**config.mk**
```make
export PLATFORM = sky130hd
export DESIGN_NAME = mrv32_run_monitor
export DESIGN_NICKNAME = d
export VERILOG_FILES = /design/src/rtl/mrv32_run_monitor.sv
export SDC_FILE = /design/constraint.sdc
export NUM_CORES = 1
export LEC_CHECK = 0
export CORE_MARGIN = 1
export CORE_UTILIZATION = 50
export CTS_CLUSTER_SIZE = 20
export DETAILED_ROUTE_END_ITERATION = 12
export GPL_ROUTABILITY_DRIVEN = 0
export PLACE_DENSITY_LB_ADDON = 0.25
export SYNTH_ARGS = -nofsm -noshare
export SYNTH_HDL_FRONTEND = slang
export SYNTH_SLANG_ARGS = --single-unit
```
**constraint.sdc**
```tcl
create_clock -name clk -period 9 [get_ports clk]
set_input_delay 1.35 -clock clk [delete_from_list [all_inputs] [get_ports clk]]
set_output_delay 1.35 -clock clk [all_outputs]
set_load 0.02 [all_outputs]
```
**src/rtl/mrv32_run_monitor.sv**
```systemverilog
// -----------------------------------------------------------------------------
// mrv32_run_monitor
//
// Watches a single-issue RV32 core while it runs a program. It decides when the
// run is over (watchdog timeout, unsupported instruction, or the core parked in
// a self-jump), keeps run statistics, and records the PCs of retired
// instructions in a small circular trace buffer that software drains later.
//
// Ports
//   clk                 rising-edge clock for all logic
//   rst                 synchronous, active-high reset
//   start               leave IDLE and begin monitoring (ignored elsewhere)
//   retire_valid        one instruction retires this cycle
//   retire_pc           PC of the retiring instruction
//   retire_next_pc      PC the core continues from after it
//   stall               core pipeline stall
//   unsupported_instr   core illegal-instruction flag
//   trace_rd_en         pop the oldest trace entry
//   running / done      registered decode of RUN / HALTED
//   done_cause          0 none, 1 timeout, 2 unsupported, 3 self-loop
//   cycle_count         RUN cycles (saturating)
//   retire_count        RUN cycles with a retirement (saturating)
//   stall_count         RUN cycles with a stall (saturating)
//   trace_pc            oldest trace entry (don't-care while trace_valid = 0)
//   trace_valid         trace buffer non-empty
//   trace_level         trace buffer occupancy
//   trace_overflow      sticky: an entry was overwritten before being read
// -----------------------------------------------------------------------------
module mrv32_run_monitor #(
  parameter int ADDR_WIDTH  = 32,
  parameter int MAX_CYCLES  = 500,
  parameter int TRACE_DEPTH = 16,
  parameter int LOOP_LIMIT  = 4
) (
  input  logic                          clk,
  input  logic                          rst,
  input  logic                          start,
  input  logic                          retire_valid,
  input  logic [ADDR_WIDTH-1:0]         retire_pc,
  input  logic [ADDR_WIDTH-1:0]         retire_next_pc,
  input  logic                          stall,
  input  logic                          unsupported_instr,
  input  logic                          trace_rd_en,
  output logic                          running,
  output logic                          done,
  output logic [1:0]                    done_cause,
  output logic [31:0]                   cycle_count,
  output logic [31:0]                   retire_count,
  output logic [31:0]                   stall_count,
  output logic [ADDR_WIDTH-1:0]         trace_pc,
  output logic                          trace_valid,
  output logic [$clog2(TRACE_DEPTH):0]  trace_level,
  output logic                          trace_overflow
);

  localparam int PW   = $clog2(TRACE_DEPTH);
  localparam int LVW  = PW + 1;
  localparam int LW   = $clog2(LOOP_LIMIT + 1);
  localparam int NCNT = 3;

  localparam logic [31:0]    CNT_MAX    = 32'hFFFF_FFFF;
  localparam logic [31:0]    TIMEOUT_AT = 32'(MAX_CYCLES - 1);
  localparam logic [LW-1:0]  LOOP_LAST  = LW'(LOOP_LIMIT - 1);
  localparam logic [LW-1:0]  LOOP_MAX   = LW'(LOOP_LIMIT);
  localparam logic [LVW-1:0] LEVEL_FULL = LVW'(TRACE_DEPTH);

  localparam logic [1:0] CAUSE_NONE    = 2'd0;
  localparam logic [1:0] CAUSE_TIMEOUT = 2'd1;
  localparam logic [1:0] CAUSE_UNSUP   = 2'd2;
  localparam logic [1:0] CAUSE_LOOP    = 2'd3;

  typedef enum logic [1:0] {
    IDLE   = 2'd0,
    RUN    = 2'd1,
    HALTED = 2'd2
  } state_t;

  state_t      state_reg, state_next;
  logic [1:0]  cause_reg, cause_next;
  logic        running_reg, done_reg;
  logic [LW-1:0] loop_cnt_reg;

  logic in_run;
  logic self_jump;
  logic unsup_hit, loop_hit, timeout_hit;

  logic [NCNT-1:0]       cnt_en;
  logic [NCNT-1:0][31:0] cnt_val;

  assign in_run    = (state_reg == RUN);
  assign self_jump = retire_valid && (retire_pc == retire_next_pc);

  // Halt conditions are only meaningful while running. The self-loop fires on
  // the retirement that would bring the counter up to LOOP_LIMIT; the timeout
  // fires on the RUN cycle whose pre-increment count is MAX_CYCLES-1.
  assign unsup_hit   = in_run && unsupported_instr;
  assign loop_hit    = in_run && self_jump && (loop_cnt_reg == LOOP_LAST);
  assign timeout_hit = in_run && (cnt_val[0] == TIMEOUT_AT);

  // ---------------------------------------------------------------------------
  // Run-control FSM
  // ---------------------------------------------------------------------------
  always_ff @(posedge clk) begin
    if (rst) begin
      state_reg   <= IDLE;
      cause_reg   <= CAUSE_NONE;
      running_reg <= 1'b0;
      done_reg    <= 1'b0;
    end else begin
      state_reg   <= state_next;
      cause_reg   <= cause_next;
      running_reg <= (state_next == RUN);
      done_reg    <= (state_next == HALTED);
    end
  end

  always_comb begin
    state_next = state_reg;
    cause_next = cause_reg;
    case (state_reg)
      IDLE: begin
        if (start) state_next = RUN;
      end
      RUN: begin
        if (unsup_hit || loop_hit || timeout_hit) begin
          state_next = HALTED;
          if (unsup_hit)     cause_next = CAUSE_UNSUP;
          else if (loop_hit) cause_next = CAUSE_LOOP;
          else               cause_next = CAUSE_TIMEOUT;
        end
      end
      HALTED: begin
        state_next = HALTED;
      end
      default: begin
        state_next = IDLE;
      end
    endcase
  end

  assign running    = running_reg;
  assign done       = done_reg;
  assign done_cause = cause_reg;

  // ---------------------------------------------------------------------------
  // Self-loop detector: counts back-to-back self-jump retirements. Cycles
  // without a retirement (stalls, bubbles) leave it untouched.
  // ---------------------------------------------------------------------------
  always_ff @(posedge clk) begin
    if (rst) begin
      loop_cnt_reg <= '0;
    end else if (in_run && retire_valid) begin
      if (!self_jump)
        loop_cnt_reg <= '0;
      else if (loop_cnt_reg != LOOP_MAX)
        loop_cnt_reg <= loop_cnt_reg + LW'(1);
    end
  end

  // ---------------------------------------------------------------------------
  // Statistics counters: 0 = cycles, 1 = retirements, 2 = stalls.
  // All count only in RUN and stick at all-ones.
  // ---------------------------------------------------------------------------
  assign cnt_en = {in_run && stall, in_run && retire_valid, in_run};

  generate
    for (genvar gi = 0; gi < NCNT; gi++) begin : g_cnt
      logic [31:0] count_reg;

      always_ff @(posedge clk) begin
        if (rst)
          count_reg <= '0;
        else if (cnt_en[gi] && (count_reg != CNT_MAX))
          count_reg <= count_reg + 32'd1;
      end

      assign cnt_val[gi] = count_reg;
    end
  endgenerate

  assign cycle_count  = cnt_val[0];
  assign retire_count = cnt_val[1];
  assign stall_count  = cnt_val[2];

  // ---------------------------------------------------------------------------
  // Trace buffer
  // A full buffer receiving a push without a pop drops its oldest entry: the
  // write lands on the head slot and the head moves on, so occupancy stays at
  // TRACE_DEPTH. A simultaneous pop frees that slot first, so nothing is lost.
  // ---------------------------------------------------------------------------
  logic [ADDR_WIDTH-1:0] trace_mem [TRACE_DEPTH];
  logic [PW-1:0]         head_reg, tail_reg;
  logic [LVW-1:0]        level_reg;
  logic                  overflow_reg;

  logic push, do_pop, buf_empty, buf_full;

  assign buf_empty = (level_reg == '0);
  assign buf_full  = (level_reg == LEVEL_FULL);
  assign push      = in_run && retire_valid;
  assign do_pop    = trace_rd_en && !buf_empty;

  // Storage carries no reset; occupancy alone decides what is valid.
  always_ff @(posedge clk) begin
    if (!rst && push)
      trace_mem[tail_reg] <= retire_pc;
  end

  always_ff @(posedge clk) begin
    if (rst) begin
      head_reg     <= '0;
      tail_reg     <= '0;
      level_reg    <= '0;
      overflow_reg <= 1'b0;
    end else begin
      if (push)
        tail_reg <= tail_reg + PW'(1);

      if (do_pop || (push && buf_full))
        head_reg <= head_reg + PW'(1);

      if (push && !do_pop && !buf_full)
        level_reg <= level_reg + LVW'(1);
      else if (do_pop && !push)
        level_reg <= level_reg - LVW'(1);

      if (push && buf_full && !do_pop)
        overflow_reg <= 1'b1;
    end
  end

  assign trace_pc       = trace_mem[head_reg];
  assign trace_valid    = !buf_empty;
  assign trace_level    = level_reg;
  assign trace_overflow = overflow_reg;

endmodule

```
==> results.sh <==
export IMPL_dr_total_vias=15190
export IMPL_place_hpwl_um=36730
export IMPL_crit_slowest_cell="dfxtp_4"
export IMPL_cts_buffer_depth=3
export IMPL_fin_nets=1861
export IMPL_post_cts_hold_buffer_count=0
export IMPL_cp_start_kind="register"
export IMPL_min_delay_start="trace_overflow"
export IMPL_grt_use_total_pct=24.10
export IMPL_maxCapViolations=0
export IMPL_fill_cells=3602
export IMPL_path_class="reg -> out"
export IMPL_setup_viol=0
export IMPL_pwr_density_cell_mw_per_mm2=234.1
export IMPL_top_layer_used="met5"
export IMPL_wl_met2_um=30940
export IMPL_leakage_nw=9.373
export IMPL_reg2reg_slack_ns=5.93
export IMPL_worst_r2r_path_depth=8
export IMPL_clk_latency_ns=0.61
export IMPL_fin_crit_sh_pct=62.06
export IMPL_cts_root_buf="clkbuf_16"
export IMPL_wire_per_inst_um=25.20
export IMPL_grt_ovfl_total=0
export IMPL_timing_rr_start="state_reg[0]"
export IMPL_syn_avg_cell_area_um2=16.80
export IMPL_grt_pass1_vias=15110
export IMPL_antenna_found_initial=1
export IMPL_io_buffers=209
export IMPL_dpl_cell_area_mm2=0.02881
export IMPL_regMostFlops="trace_mem"
export IMPL_hold_viol=0
export IMPL_drv_slew=0
export IMPL_m1WireLength_um=25130
export IMPL_fmax_mhz=179.0
export IMPL_cts_tree="done"
export IMPL_synth_common_cells="512 x edfxtp_1, 160 x mux4_2, 123 x dfxtp_1, 80 x a21oi_1, 56 x nand2_1"
export IMPL_ir_worst_vdd_mv=0.1374
export IMPL_std_cell_rows=82
export IMPL_hold_path_class="reg -> reg"
export IMPL_drt_drc_violations_left=0
export IMPL_drtIter0Drc=1434
export IMPL_synthArstFlopShare_pct=0
export IMPL_hold_slack_ns=0.5006
export IMPL_synth_area_mm2=0.02586
export IMPL_grt_pass1_wl_um=94090
export IMPL_finalInstanceArea_mm2=0.03099
export IMPL_cp_required_ns=7.65
export IMPL_critPathMostFrequentCell="mux4_2"
export IMPL_synth_edf_count=512
export IMPL_diodes=0
export IMPL_area_delta_synth_final_pct=19.84
export IMPL_status="finished, final reports clean"
export IMPL_die_w_um=229.4
export IMPL_max_stage_delay_ns=1.03
export IMPL_largest_reg_flops=512
export IMPL_cts_setup_buffers=0
export IMPL_worstReg2RegEnd="trace_level[4]"
export IMPL_top_level_ports=210
export IMPL_yosys_area_top_type="edfxtp_1"
export IMPL_tightest_slew_ns=1.154
export IMPL_numCtsBuffers=68
export IMPL_skew_ns=0.02276
export IMPL_layout_drive_gt1_share_pct=17.88
export IMPL_dr_pass1_iters=5
export IMPL_drt_antenna_violating_nets=0
export IMPL_routed_wl_um=62880
export IMPL_multiInputGateArea_mm2=0.007695
export IMPL_core_area_mm2=0.05058
export IMPL_seq_area_mm2=0.01785
export IMPL_ys_ff_latch=635
export IMPL_cts_sinks=635
export IMPL_critPathMaxFanout=52
export IMPL_die_area_mm2=0.05263
export IMPL_seq_area_frac_synth_pct=68.98
export IMPL_finalSetupTns_ns=0
export IMPL_fin_crit_ns=5.586
export IMPL_grt_max_degree=70
export IMPL_dieHeight_um=229.4
export IMPL_yosysTopAreaCellShare_pct=59.46
export IMPL_synth_main_ff_cell="edfxtp_1"
export IMPL_postSynthCellCount=1539
export IMPL_ys_types=56
export IMPL_ys_warn_count=0
export IMPL_via_per_inst=6.089
export IMPL_clk_pin_slew_ns=0.06
export IMPL_synthTopCellsByArea="edfxtp_1 59%, mux4_2 14%, dfxtp_1 9.5%, a21oi_1 1.5%, xnor2_1 1.3%"
export IMPL_htree_levels=3
export IMPL_synth_most_common_cell="edfxtp_1"
export IMPL_crit_path_end="trace_pc[22]"
export IMPL_post_cts_resized=0
export IMPL_crit_path_end_kind="output port"
export IMPL_wl_met3_um=5122
export IMPL_rsz0062_at_grt="false"
export IMPL_path_cells="buf_4 -> mux4_2 -> mux4_2 -> clkdlybuf4s50_1"
export IMPL_initial_utilization_pct=51.12
export IMPL_cp_data_arrival_time_ns=4.24
export IMPL_slew_headroom_pct=22.37
export IMPL_syn_nets=1625
[logic make-up (layout without fill, tap and decap cells)]
group | after synthesis | after routing | synth area share [%]
adder cells (fa/ha/maj) | 15 | 15 | 0.7548
multiplexers | 176 | 176 | 14.61
XOR/XNOR | 44 | 44 | 1.490
AND/OR/NAND/NOR | 374 | 374 | 8.114
buffers and inverters | 104 | 388 | 1.553
flip-flops | 635 | 635 | 68.98
AO/OA/AOI/OAI | 191 | 191 | 4.500
[final cells by class]
type                       instances  share of cell area [%]
sequential                       635                   57.59
multi-input combinational        800                   24.83
timing repair buffer             238                   7.445
clock buffer                      90                   6.056
tap                              672                   2.713
clock inverter                    28                  0.9771
inverter                          32                  0.3876
[critical path: cells and delay by family (launching register included)]
kind     cells  cell delay (ns)
mux          2             1.16
buf+inv      2             1.37
flops        1             1.03
[worst min path at each step]
stage / to / slack (ns) / cells past startpoint
3_5_place_dp: trace_overflow / 0.49 / 2
6_report: trace_overflow / 0.50 / 2
4_1_cts: loop_cnt_reg[2] / 0.51 / 2
2_1_floorplan: loop_cnt_reg[2] / 0.47 / 2
3_3_place_gp: trace_overflow / 0.47 / 2
5_1_grt: loop_cnt_reg[2] / 0.52 / 2
[per-stage QoR]
stage                     utilization (%)  std cells  power (mW)  setup slack, ns
after floorplan                         -       1539       4.194            4.370
after global placement              56.96       2377       4.568            3.945
after detailed placement            56.96       2377       4.595            3.907
after CTS                           61.27       2495       7.329            3.260
after global routing                61.27       2495       7.501            3.102
final                               61.27       2495       7.254            3.414
[layer usage]
layer / global-route usage [%] / vias to the layer above
met3: 6.312 / 116
li1: - / 6742
met2: 39.54 / 584
met1: 31.66 / 7749
met4: 7.125 / 2
met5: 0 / -
[layout by cell type (no fill, tap or decap), drive strengths merged, types with 34 or more instances in the layout]
master / synthesis / final
o31ai: 35 / 35
nor2: 55 / 55
dfxtp: 123 / 123
nand3: 38 / 38
clkbuf: 54 / 90
xnor2: 39 / 39
a21oi: 80 / 80
edfxtp: 512 / 512
mux4: 160 / 160
or3: 38 / 38
nand4: 37 / 37
clkdlybuf4s50: 0 / 208
inv: 32 / 34
or4: 41 / 41
o21ai: 38 / 38
nand2: 56 / 56
[report_power, final]
group	internal, mW	leakage [nW]	switching, mW
Clock	1.61	1.07	1.13
Combinational	0.682	2.71	0.515
Sequential	3.20	5.60	0.121
No activity file was read; power rests on OpenSTA's default activity.
